==> src/rtl/mem_port_arbiter.sv <==
// Shares one single-ported memory between the boot loader (ld), CPU data port (d) and
// CPU fetch (f). Each access runs IDLE -> ISSUE -> [WAIT] -> DONE with a one-cycle ack.
module mem_port_arbiter #(
  parameter int DW         = 19,
  parameter int AW         = 19,
  parameter int RD_LAT     = 1,
  parameter int STARVE_MAX = 4
) (
  input  logic          clk,
  input  logic          reset,
  input  logic          ld_req,
  input  logic          ld_we,
  input  logic [AW-1:0] ld_addr,
  input  logic [DW-1:0] ld_wdata,
  input  logic          d_req,
  input  logic          d_we,
  input  logic [AW-1:0] d_addr,
  input  logic [DW-1:0] d_wdata,
  input  logic          f_req,
  input  logic [AW-1:0] f_addr,
  output logic          ld_ack,
  output logic          d_ack,
  output logic          f_ack,
  output logic [DW-1:0] rdata,
  output logic          busy,
  output logic          mem_en,
  output logic          mem_we,
  output logic [AW-1:0] mem_addr,
  output logic [DW-1:0] mem_wdata,
  input  logic [DW-1:0] mem_rdata,
  output logic [1:0]    state_dbg
);

  // Handshake: a requester raises *_req with its payload and holds both stable until
  // its one-cycle *_ack; requests and payloads are only looked at while in IDLE.

  typedef enum logic [1:0] {
    S_IDLE  = 2'd0,
    S_ISSUE = 2'd1,
    S_WAIT  = 2'd2,
    S_DONE  = 2'd3
  } state_t;

  state_t     state;
  logic [2:0] win;         // one-hot {ld, d, f} owner of the current access
  logic [2:0] lat_cnt;
  logic [2:0] starve_cnt;
  logic       grant_ld;
  logic       grant_d;
  logic       grant_f;

  // ld always wins; between d and f, fetch only wins once it has lost STARVE_MAX times
  always_comb begin
    grant_ld = ld_req;
    grant_d  = 1'b0;
    grant_f  = 1'b0;
    if (!ld_req) begin
      if (d_req && f_req) begin
        grant_f = (starve_cnt == 3'(STARVE_MAX));
        grant_d = !grant_f;
      end else begin
        grant_d = d_req;
        grant_f = f_req;
      end
    end
  end

  always_ff @(posedge clk or negedge reset) begin
    if (!reset) begin
      state      <= S_IDLE;
      win        <= 3'b000;
      lat_cnt    <= 3'd0;
      starve_cnt <= 3'd0;
      ld_ack     <= 1'b0;
      d_ack      <= 1'b0;
      f_ack      <= 1'b0;
      rdata      <= '0;
      mem_en     <= 1'b0;
      mem_we     <= 1'b0;
      mem_addr   <= '0;
      mem_wdata  <= '0;
    end else begin
      case (state)
        S_IDLE: begin
          if (ld_req || d_req || f_req) begin
            state  <= S_ISSUE;
            mem_en <= 1'b1;
            win    <= {grant_ld, grant_d, grant_f};
            if (grant_ld) begin
              mem_we    <= ld_we;
              mem_addr  <= ld_addr;
              mem_wdata <= ld_wdata;
            end else if (grant_d) begin
              mem_we    <= d_we;
              mem_addr  <= d_addr;
              mem_wdata <= d_wdata;
            end else begin
              mem_we   <= 1'b0;
              mem_addr <= f_addr;
            end
            if (f_req) begin
              if (grant_f) begin
                starve_cnt <= 3'd0;
              end else if (starve_cnt != 3'(STARVE_MAX)) begin
                starve_cnt <= starve_cnt + 3'd1;
              end
            end
          end
        end
        S_ISSUE: begin
          // mem_we still carries the latched direction during ISSUE
          mem_en <= 1'b0;
          mem_we <= 1'b0;
          if (mem_we) begin
            state                  <= S_DONE;
            {ld_ack, d_ack, f_ack} <= win;
          end else begin
            lat_cnt <= 3'(RD_LAT);
            state   <= S_WAIT;
          end
        end
        S_WAIT: begin
          lat_cnt <= lat_cnt - 3'd1;
          if (lat_cnt == 3'd1) begin
            rdata                  <= mem_rdata;
            state                  <= S_DONE;
            {ld_ack, d_ack, f_ack} <= win;
          end
        end
        S_DONE: begin
          {ld_ack, d_ack, f_ack} <= 3'b000;
          state                  <= S_IDLE;
        end
        default: state <= S_IDLE;
      endcase
    end
  end

  assign busy      = (state != S_IDLE);
  assign state_dbg = state;

endmodule

==> config.mk <==
export PLATFORM = sky130hd
export DESIGN_NAME = mem_port_arbiter
export DESIGN_NICKNAME = d
export VERILOG_FILES = /design/src/rtl/mem_port_arbiter.sv
export SDC_FILE = /design/constraint.sdc
export NUM_CORES = 1
export LEC_CHECK = 0
export CAP_MARGIN = 40
export CORE_MARGIN = 3
export CORE_UTILIZATION = 30
export DETAILED_ROUTE_END_ITERATION = 10
export GPL_TIMING_DRIVEN = 0
export HOLD_SLACK_MARGIN = 0.12
export PLACE_DENSITY_LB_ADDON = 0.25
export RECOVER_POWER = 100
export SETUP_SLACK_MARGIN = 0.3
export SYNTH_ARGS = -nofsm -noshare
export SYNTH_HDL_FRONTEND = slang
export SYNTH_SLANG_ARGS = --single-unit
==> constraint.sdc <==
create_clock -name clk -period 2 [get_ports clk]
set_input_delay 0.4 -clock clk [delete_from_list [all_inputs] [get_ports clk]]
set_output_delay 0.4 -clock clk [all_outputs]
set_load 0.05 [all_outputs]
Word-level counts from Yosys, hierarchy flattened

Cells that the tools add are included.

Register bits: 73
Word-level logic and storage cells: 74
Input bits: 121
Output and inout bits: 65

Add/sub/neg operators: 2
Equal/unequal tests: 10
Muxes and demuxes: 31
Reductions and logical operators: 19

Operators by type and width:

| operator            | count |
|---|---|
| $mux 19             | 4 |
| $mux 1              | 15 |
| $reduce_and 2->1    | 5 |
| $reduce_bool 2->1   | 5 |
| $mux 3              | 3 |
| $pmux 1 s3          | 3 |
| $ne 2x2->1 const B  | 4 |
| $pmux 2 s4          | 1 |
| $pmux 3 s2          | 1 |
| $reduce_and 3->1    | 2 |
| $eq 2x2->1 const B  | 2 |
| $mux 2              | 2 |
| $pmux 1 s2          | 2 |
| $reduce_and 4->1    | 1 |
| $add 3x1->3 const B | 1 |
| $eq 3x1->1 const B  | 1 |
| $eq 3x3->1 const B  | 1 |
| $ne 3x3->1 const B  | 1 |
| $reduce_bool 3->1   | 1 |
| $sub 3x1->3 const B | 1 |
| $eq 2x1->1 const B  | 1 |
| $logic_not 2->1     | 1 |
| $logic_or 1x1->1    | 2 |
| $logic_and 1x1->1   | 1 |
| $logic_not 1->1     | 1 |

Depth between registers and ports, before layout

Gate-level depths: netlist of the first run.

Depth after elaboration: 8
Depth in mapped cells: 9
Mapped depth without buffers: 6

Worst setup path after synthesis of the first run

Ideal clock, no wire load.

Kind: register to register
From: reg state[0], in the netlist state_dbg[0]
To: reg d_ack
Data arrival time: 2.294 ns
Data required time: 1.875 ns
Setup slack: -0.418 ns
Path buffers: 1
Clock period less this slack: 2.418 ns
Stages on the path, launching flop included: 8
Cells stage by stage: dfrtp_1 inv_1 ha_1 buf_2 inv_1 o21ai_0 nor2_1 mux2_2

Cells in the longest elaborated chain, start to end: 3

Ends and longest elaborated chain:

| what                                                             | RTL line | source |
|---|---|---|
| from (decl)                                                      | 44       | `state_t state;` |
| from (signal assigned)                                           | 70       | `state <= S_IDLE;` |
| from (signal assigned)                                           | 86       | `state <= S_ISSUE;` |
| from (signal assigned)                                           | 115      | `state <= S_DONE;` |
| $eq 2x2->1 / $eq 2x1->1 (equally long branches)                  | 83       | `case (state)` |
| $ne 2x2->1 (no line) / $reduce_bool 3->1 (equally long branches) | -        |  |
| $reduce_and 3->1 (no line)                                       | -        |  |
| to (signal assigned)                                             | 116      | `{ld_ack, d_ack, f_ack} <= win;` |
| to (signal assigned)                                             | 127      | `{ld_ack, d_ack, f_ack} <= win;` |
| to (decl)                                                        | 22       | `output logic d_ack,` |

Parallel ways exist; a longest one is shown, timed or not.
A chain may end at the register's enable or synchronous reset.

Worst setup path in the final report of the first run

From: reg state[1], in the netlist state_dbg[1]
To: out busy

Cells in the longest elaborated chain, start to end: 1

Ends and longest elaborated chain:

| what              | RTL line | source |
|---|---|---|
| $reduce_bool 2->1 | 139      | `assign busy = (state != S_IDLE);` |
| to (decl)         | 25       | `output logic busy,` |

Every way passes these cells.

==> reports/summary.txt, run 1 <==
CP Max Fanout - 3
Cell type with the largest total area after synthesis - sky130_fd_sc_hd__dfrtp_1
Achievable clock frequency - 544 MHz
Top cells by count, synth - 73 x sky130_fd_sc_hd__dfrtp_1, 42 x sky130_fd_sc_hd__nor2_1, 38 x sky130_fd_sc_hd__a21oi_1
Global-route congestion overflow total - 0
Classification of the worst-slack hold path - in2reg
Max-cap violations - 0
Detailed Place HPWL - 7970 um
Min setup slack post-route - 161 ps
Clock input transition at the sequential cells of the worst setup and hold paths - 60 ps
Global-route wire length before repair - 16800 um
Shortest clock period the worst path allows after layout - 1840 ps
Worst hold margin - 433 ps
Chip Width - 116 um
Number of sinks handled by clock tree synthesis - 73
Post-Synthesis Net Count - 450
Count of distinct cell types in the synthesized netlist - 33
EDFF count, synth - 0
Static leakage - 2.66 nW
Number of synthesis warnings - 0
Footprint of the multi-input gates - 1700 sq um
Kind of critical path - reg2out
Area growth syn-to-layout - 72.0%
Row count - 39
Number of primary I/O pins - 186
RSZ-0062 raised after global routing - true
RePlAce Congestion - 0.759
Number of violations reported at the end of detailed-routing iteration 0 - 87
Critical path startpoint category - flip-flop
Routed len/inst - 15.7 um
Critical path cell sequence - inv_2 -> ha_4 -> buf_6 -> clkinvlp_2 -> clkbuf_2
Clock tree buffer depth - 2
FFs w/ async S/R, synth - 1.00
Highest cell delay on the worst timing path - 410 ps
Sequential cell area - 1830 sq um
Clock Latency Late Sink - 330 ps
Worst relative slew slack - 0.368
Most numerous cell in the Yosys netlist - sky130_fd_sc_hd__dfrtp_1
Slowest stage cell on the critical path - sky130_fd_sc_hd__dfrtp_2
Final worst clock skew - 5.92 ps
CTS Root Cell - sky130_fd_sc_hd__clkbuf_16
Final core occ - 0.536
Worst Path Required - 1600 ps
Ratio of final minimum period to clock period - 0.919
# DRC - 0
Count of nets left with antenna violations after detail routing - 0
Starting utilization of the core area - 0.311
TritonCTS clock tree - done
Number of port buffers - 184
Num CTS Buffers - 9
Antenna fix cells - 0
Fin cells - 687
Slew Limit Fails - 0
Core Footprint - 11600 sq um
Final setup viols - 0
Kind of cell adding the most delay to the critical path - buffers and inverters
Peak supply drop - 0.869 mV
Actual slew at the worst max-slew pin - 947 ps
Result of the run - completed
Cell area after layout - 6200 sq um
Count of mapped cells out of synthesis - 321
Die area - 13400 sq um
Die span in y - 116 um
Total placed instance area - 5710 sq um
Yosys top cell area share - 0.507
Most area-consuming cells after synthesis - sky130_fd_sc_hd__dfrtp_1 51%, sky130_fd_sc_hd__a221oi_2 7.9%, sky130_fd_sc_hd__mux2_2 7.5%
Post-detailed-routing wire length - 10800 um
Drt via density - 4.73
Fillers - 1057
Final hold violation count - 0
Seq cells post-synth - 73
# H-tree levels - 3
Cell Pwr Density - 1700 nW/um^2
Number of buffer and inverter stages on the critical path - 4
Worst Path Arrival - 1440 ps
Number of antenna violations at the first check in global routing - 0
DR vias - 3248
DP Cell Count - 649
Cell Area, Synth - 3600 sq um
Kind of end point of the critical path - primary output
DP Worst Slack - -135 ps
Post-synthesis area per instance - 11.2 sq um
Proportion of synthesized chip area in sequential cells - 0.507
Number of global-route vias before repair - 3474
Most frequently used flop master after synthesis - sky130_fd_sc_hd__dfrtp_1
Maximum number of pins on one net before global-route repair - 38
Fraction of layout instances using a drive strength above 1 - 0.226
Count of TritonRoute iterations in the first routing pass - 4
Total number of nets in the final design - 668
GRT Total Usage - 0.161
-- state kept, by name (all words and copies together) (netlist names) --
name / flops
mem_we: 1
starve_cnt: 3
state_dbg: 2
mem_addr: 19
f_ack: 1
win: 3
rdata: 19
lat_cnt: 3
mem_wdata: 19
mem_en: 1
d_ack: 1
ld_ack: 1
-- metal layers --
metal | GRT usage | part of all wire | up-vias
li1 | - | - | 1584
met1 | 0.194 | 0.41 | 1532
met3 | 0.0486 | 0.074 | 13
met4 | 0.0571 | 0.015 | 0
met2 | 0.273 | 0.50 | 119
met5 | 0 | 0 | -
-- final cells by class --
type / count / share of cell area
plain buffers: 18 / 0.0269
clock buffers: 9 / 0.0363
clock inverters: 7 / 0.0151
inverters: 11 / 0.00686
multi-input cells: 219 / 0.275
flip-flops and latches: 73 / 0.295
well taps: 143 / 0.0289
repair buffers: 207 / 0.316
-- through the flow --
step	total power [mW]	setup TNS, ps
2_1_floorplan	6.80	0
3_3_place_gp	8.79	-153950
3_5_place_dp	8.91	-3490
4_1_cts	10.7	0
5_1_grt	11.1	0
6_report	10.5	0
-- what timing repair did --
action,4_1_cts,5_1_grt
resized for setup,97,23
buffers inserted,14,6
hold buffers,1,0
hold endpoints to repair,36,0
cloned,1,0
pin swaps,1,4
endpoints found under the setup margin,107,59
-- logic make-up (layout without fill, tap and decap cells) --
family | after synthesis | in the layout | share of synthesized area
AOI/OAI and AO/OA | 82 | 82 | 0.184
muxes | 44 | 44 | 0.131
and+or+nand+nor | 85 | 85 | 0.105
DFF | 73 | 73 | 0.507
buffers and inverters | 29 | 252 | 0.0462
adders and majority gates | 8 | 8 | 0.0278
-- placed cells by master, fill, tap and decap left out, types with 4 or more instances in the layout --
master and n:
sky130_fd_sc_hd__a221oi_2 18, sky130_fd_sc_hd__buf_6 10, sky130_fd_sc_hd__dlygate4sd2_1 60, sky130_fd_sc_hd__a21oi_1 35, sky130_fd_sc_hd__a22o_1 4, sky130_fd_sc_hd__dfrtp_1 71
sky130_fd_sc_hd__nor2_1 38, sky130_fd_sc_hd__nand2_1 33, sky130_fd_sc_hd__inv_1 5, sky130_fd_sc_hd__mux2_2 21, sky130_fd_sc_hd__clkbuf_16 9, sky130_fd_sc_hd__a21oi_2 4
sky130_fd_sc_hd__clkbuf_1 9, sky130_fd_sc_hd__buf_4 14, sky130_fd_sc_hd__clkdlybuf4s50_1 116, sky130_fd_sc_hd__mux2i_1 20, sky130_fd_sc_hd__inv_2 5, sky130_fd_sc_hd__ha_1 6
sky130_fd_sc_hd__o21ai_0 6
-- power by group --
| group | switching, mW | internal [mW] | total [mW] |
|---|---|---|---|
| registers | 0.401 | 2.22 | 2.63 |
| logic | 4.02 | 2.18 | 6.20 |
| clock network | 0.631 | 1.09 | 1.72 |
| total | 5.05 | 5.50 | 10.5 |
-- worst min-delay path: cells and delay by family --
family	cells	cell delay (ps)
AO/OA/AOI/OAI	1	90
buffers and inverters	2	220
-- worst paths after layout --
path | slack (ps) | cells past startpoint | from | to
setup / recovery | 160 | 5 | state_dbg[1] | busy
hold / removal | 430 | 3 | ld_req | win[2]
setup reg to reg | 240 | 10 | state_dbg[1] | mem_wdata[13]
hold reg to reg | 490 | 2 | win[2] | win[2]
max in group asynchronous | 530 | 3 | reset | state_dbg[1]
min in group asynchronous | 750 | 2 | reset | rdata[13]
Power figures use the tool's default switching activity.
==> run 2, diff against run 1 <==
RECOVER_POWER = 25   (was 100)
==> reports/summary.txt, run 2 (same netlist as run 1, synthesis figures left out) <==
Clock input transition at the sequential cells of the worst setup and hold paths - 60 ps
CTS Root Cell - sky130_fd_sc_hd__clkbuf_16
Cell Pwr Density - 1710 nW/um^2
Result of the run - completed
Achievable clock frequency - 578 MHz
Area growth syn-to-layout - 74.2%
Row count - 39
GRT met1 Usage - 0.194
RSZ-0062 raised after global routing - true
Num CTS Buffers - 9
TritonCTS clock tree - done
Fillers - 1039
Starting utilization of the core area - 0.311
Footprint of the multi-input gates - 1750 sq um
Worst setup path start - state_dbg[1]
Worst Path Arrival - 1330 ps
Chip Width - 116 um
Most common cell after layout, fill and taps aside - sky130_fd_sc_hd__clkdlybuf4s50_1
Total number of nets in the final design - 668
Antenna fix cells - 0
Critical path destination - busy
GRT Total Usage - 0.161
Shortest clock period the worst path allows after layout - 1730 ps
Global-route congestion overflow total - 0
Worst Reg-to-Reg Cells - 10
Grt met3 use - 0.0486
Number of sinks handled by clock tree synthesis - 73
Number of violations reported at the end of detailed-routing iteration 0 - 70
Worst Path Required - 1600 ps
Fraction of layout instances using a drive strength above 1 - 0.261
Clock tree buffer depth - 2
Classification of the worst-slack hold path - in2reg
# H-tree levels - 3
Reg-to-reg slack, setup - 290 ps
Peak supply drop - 0.869 mV
Worst hold margin - 444 ps
Hold Startpoint - ld_req
Layer with the highest usage - met2
Final setup viols - 0
Ratio of final minimum period to clock period - 0.865
Final hold violation count - 0
Total placed instance area - 5710 sq um
Core Footprint - 11600 sq um
Top Registers - mem_addr x19, mem_wdata x19, rdata x19
Count of TritonRoute iterations in the first routing pass - 4
Routed len/inst - 15.6 um
Number of primary I/O pins - 186
Number of antenna violations at the first check in global routing - 0
Maximum number of pins on one net before global-route repair - 38
DR vias - 3262
Number of global-route vias before repair - 3474
Die area - 13400 sq um
CP Max Fanout - 3
Drt via density - 4.75
Clock Latency Late Sink - 330 ps
Actual slew at the worst max-slew pin - 943 ps
Total power of the final layout - 10.7 mW
Slew Limit Fails - 0
Sequential cell area - 1830 sq um
Static leakage - 2.70 nW
Critical path startpoint category - flip-flop
Post-detailed-routing wire length - 10700 um
Kind of critical path - reg2out
Global-route wire length before repair - 16800 um
Kind of end point of the critical path - primary output
# DRC - 0
Commonest cells after routing, fill and taps aside - 116 x sky130_fd_sc_hd__clkdlybuf4s50_1, 71 x sky130_fd_sc_hd__dfrtp_1, 60 x sky130_fd_sc_hd__dlygate4sd2_1, 38 x sky130_fd_sc_hd__nor2_1, 33 x sky130_fd_sc_hd__nand2_1
RePlAce Congestion - 0.759
Worst relative slew slack - 0.371
Final worst clock skew - 5.79 ps
Detailed Place HPWL - 7970 um
Max-cap violations - 0
Reg-to-reg endpoint - mem_wdata[13]
Die span in y - 116 um
Met2 track utilization from global routing - 0.273
Number of port buffers - 184
Count of nets left with antenna violations after detail routing - 0
Worst r2r src - state_dbg[1]
Cell area after layout - 6270 sq um
## run 2: per-stage QoR
stage                     setup TNS (ps)   util  setup WS [ps]  instances
final                                  0  0.542            270        687
after global routing                   0  0.542            204        687
after CTS                              0  0.535            233        681
after detailed placement           -3490  0.493           -135        649
after global placement           -153950  0.492          -2350        648
after floorplan                        0      -           96.8        321
## run 2: routing by layer
layer | share of wire | vias to the layer above
met3 | 0.076 | 13
met2 | 0.50 | 123
met5 | 0 | -
met1 | 0.41 | 1541
met4 | 0.015 | 0
li1 | - | 1585
## run 2: worst max-delay path: stages (launching register included)
cell,delay (ps)
sky130_fd_sc_hd__dfrtp_2,410
sky130_fd_sc_hd__inv_2,80
sky130_fd_sc_hd__ha_4,130
sky130_fd_sc_hd__buf_6,100
sky130_fd_sc_hd__clkinvlp_4,100
sky130_fd_sc_hd__buf_6,170
## run 2: repair_timing
| action | in CTS | in global routing |
|---|---|---|
| setup buffers | 14 | 6 |
| hold buffers | 1 | 0 |
| setup endpoints to repair | 107 | 59 |
| hold endpoints to repair | 36 | 0 |
| resized for setup | 97 | 23 |
| pin swaps | 1 | 4 |
| cloned | 1 | 0 |
## run 2: area by class of cell
class                      count  area share
clock buffer                   9      0.0359
multi-input combinational    219       0.278
timing repair buffer         207       0.317
tap                          143      0.0285
buffer                        18      0.0269
sequential                    73       0.292
clock inverter                 7      0.0150
inverter                      11     0.00718
## run 2: worst min path at each step
stage | end | slack, ps | depth (start not counted)
6_report | win[2] | 440 | 3
2_1_floorplan | d_ack | 100 | 0
5_1_grt | win[2] | 470 | 3
4_1_cts | win[2] | 420 | 3
3_5_place_dp | rdata[11] | 400 | 1
3_3_place_gp | win[2] | 460 | 2
## run 2: report_power, final
part | leakage, nW | total [mW] | internal (mW) | switching, mW
clock | 0.152 | 1.72 | 1.09 | 0.632
sequential | 0.841 | 2.63 | 2.22 | 0.403
combinational | 1.71 | 6.36 | 2.30 | 4.06
total | 2.70 | 10.7 | 5.62 | 5.09
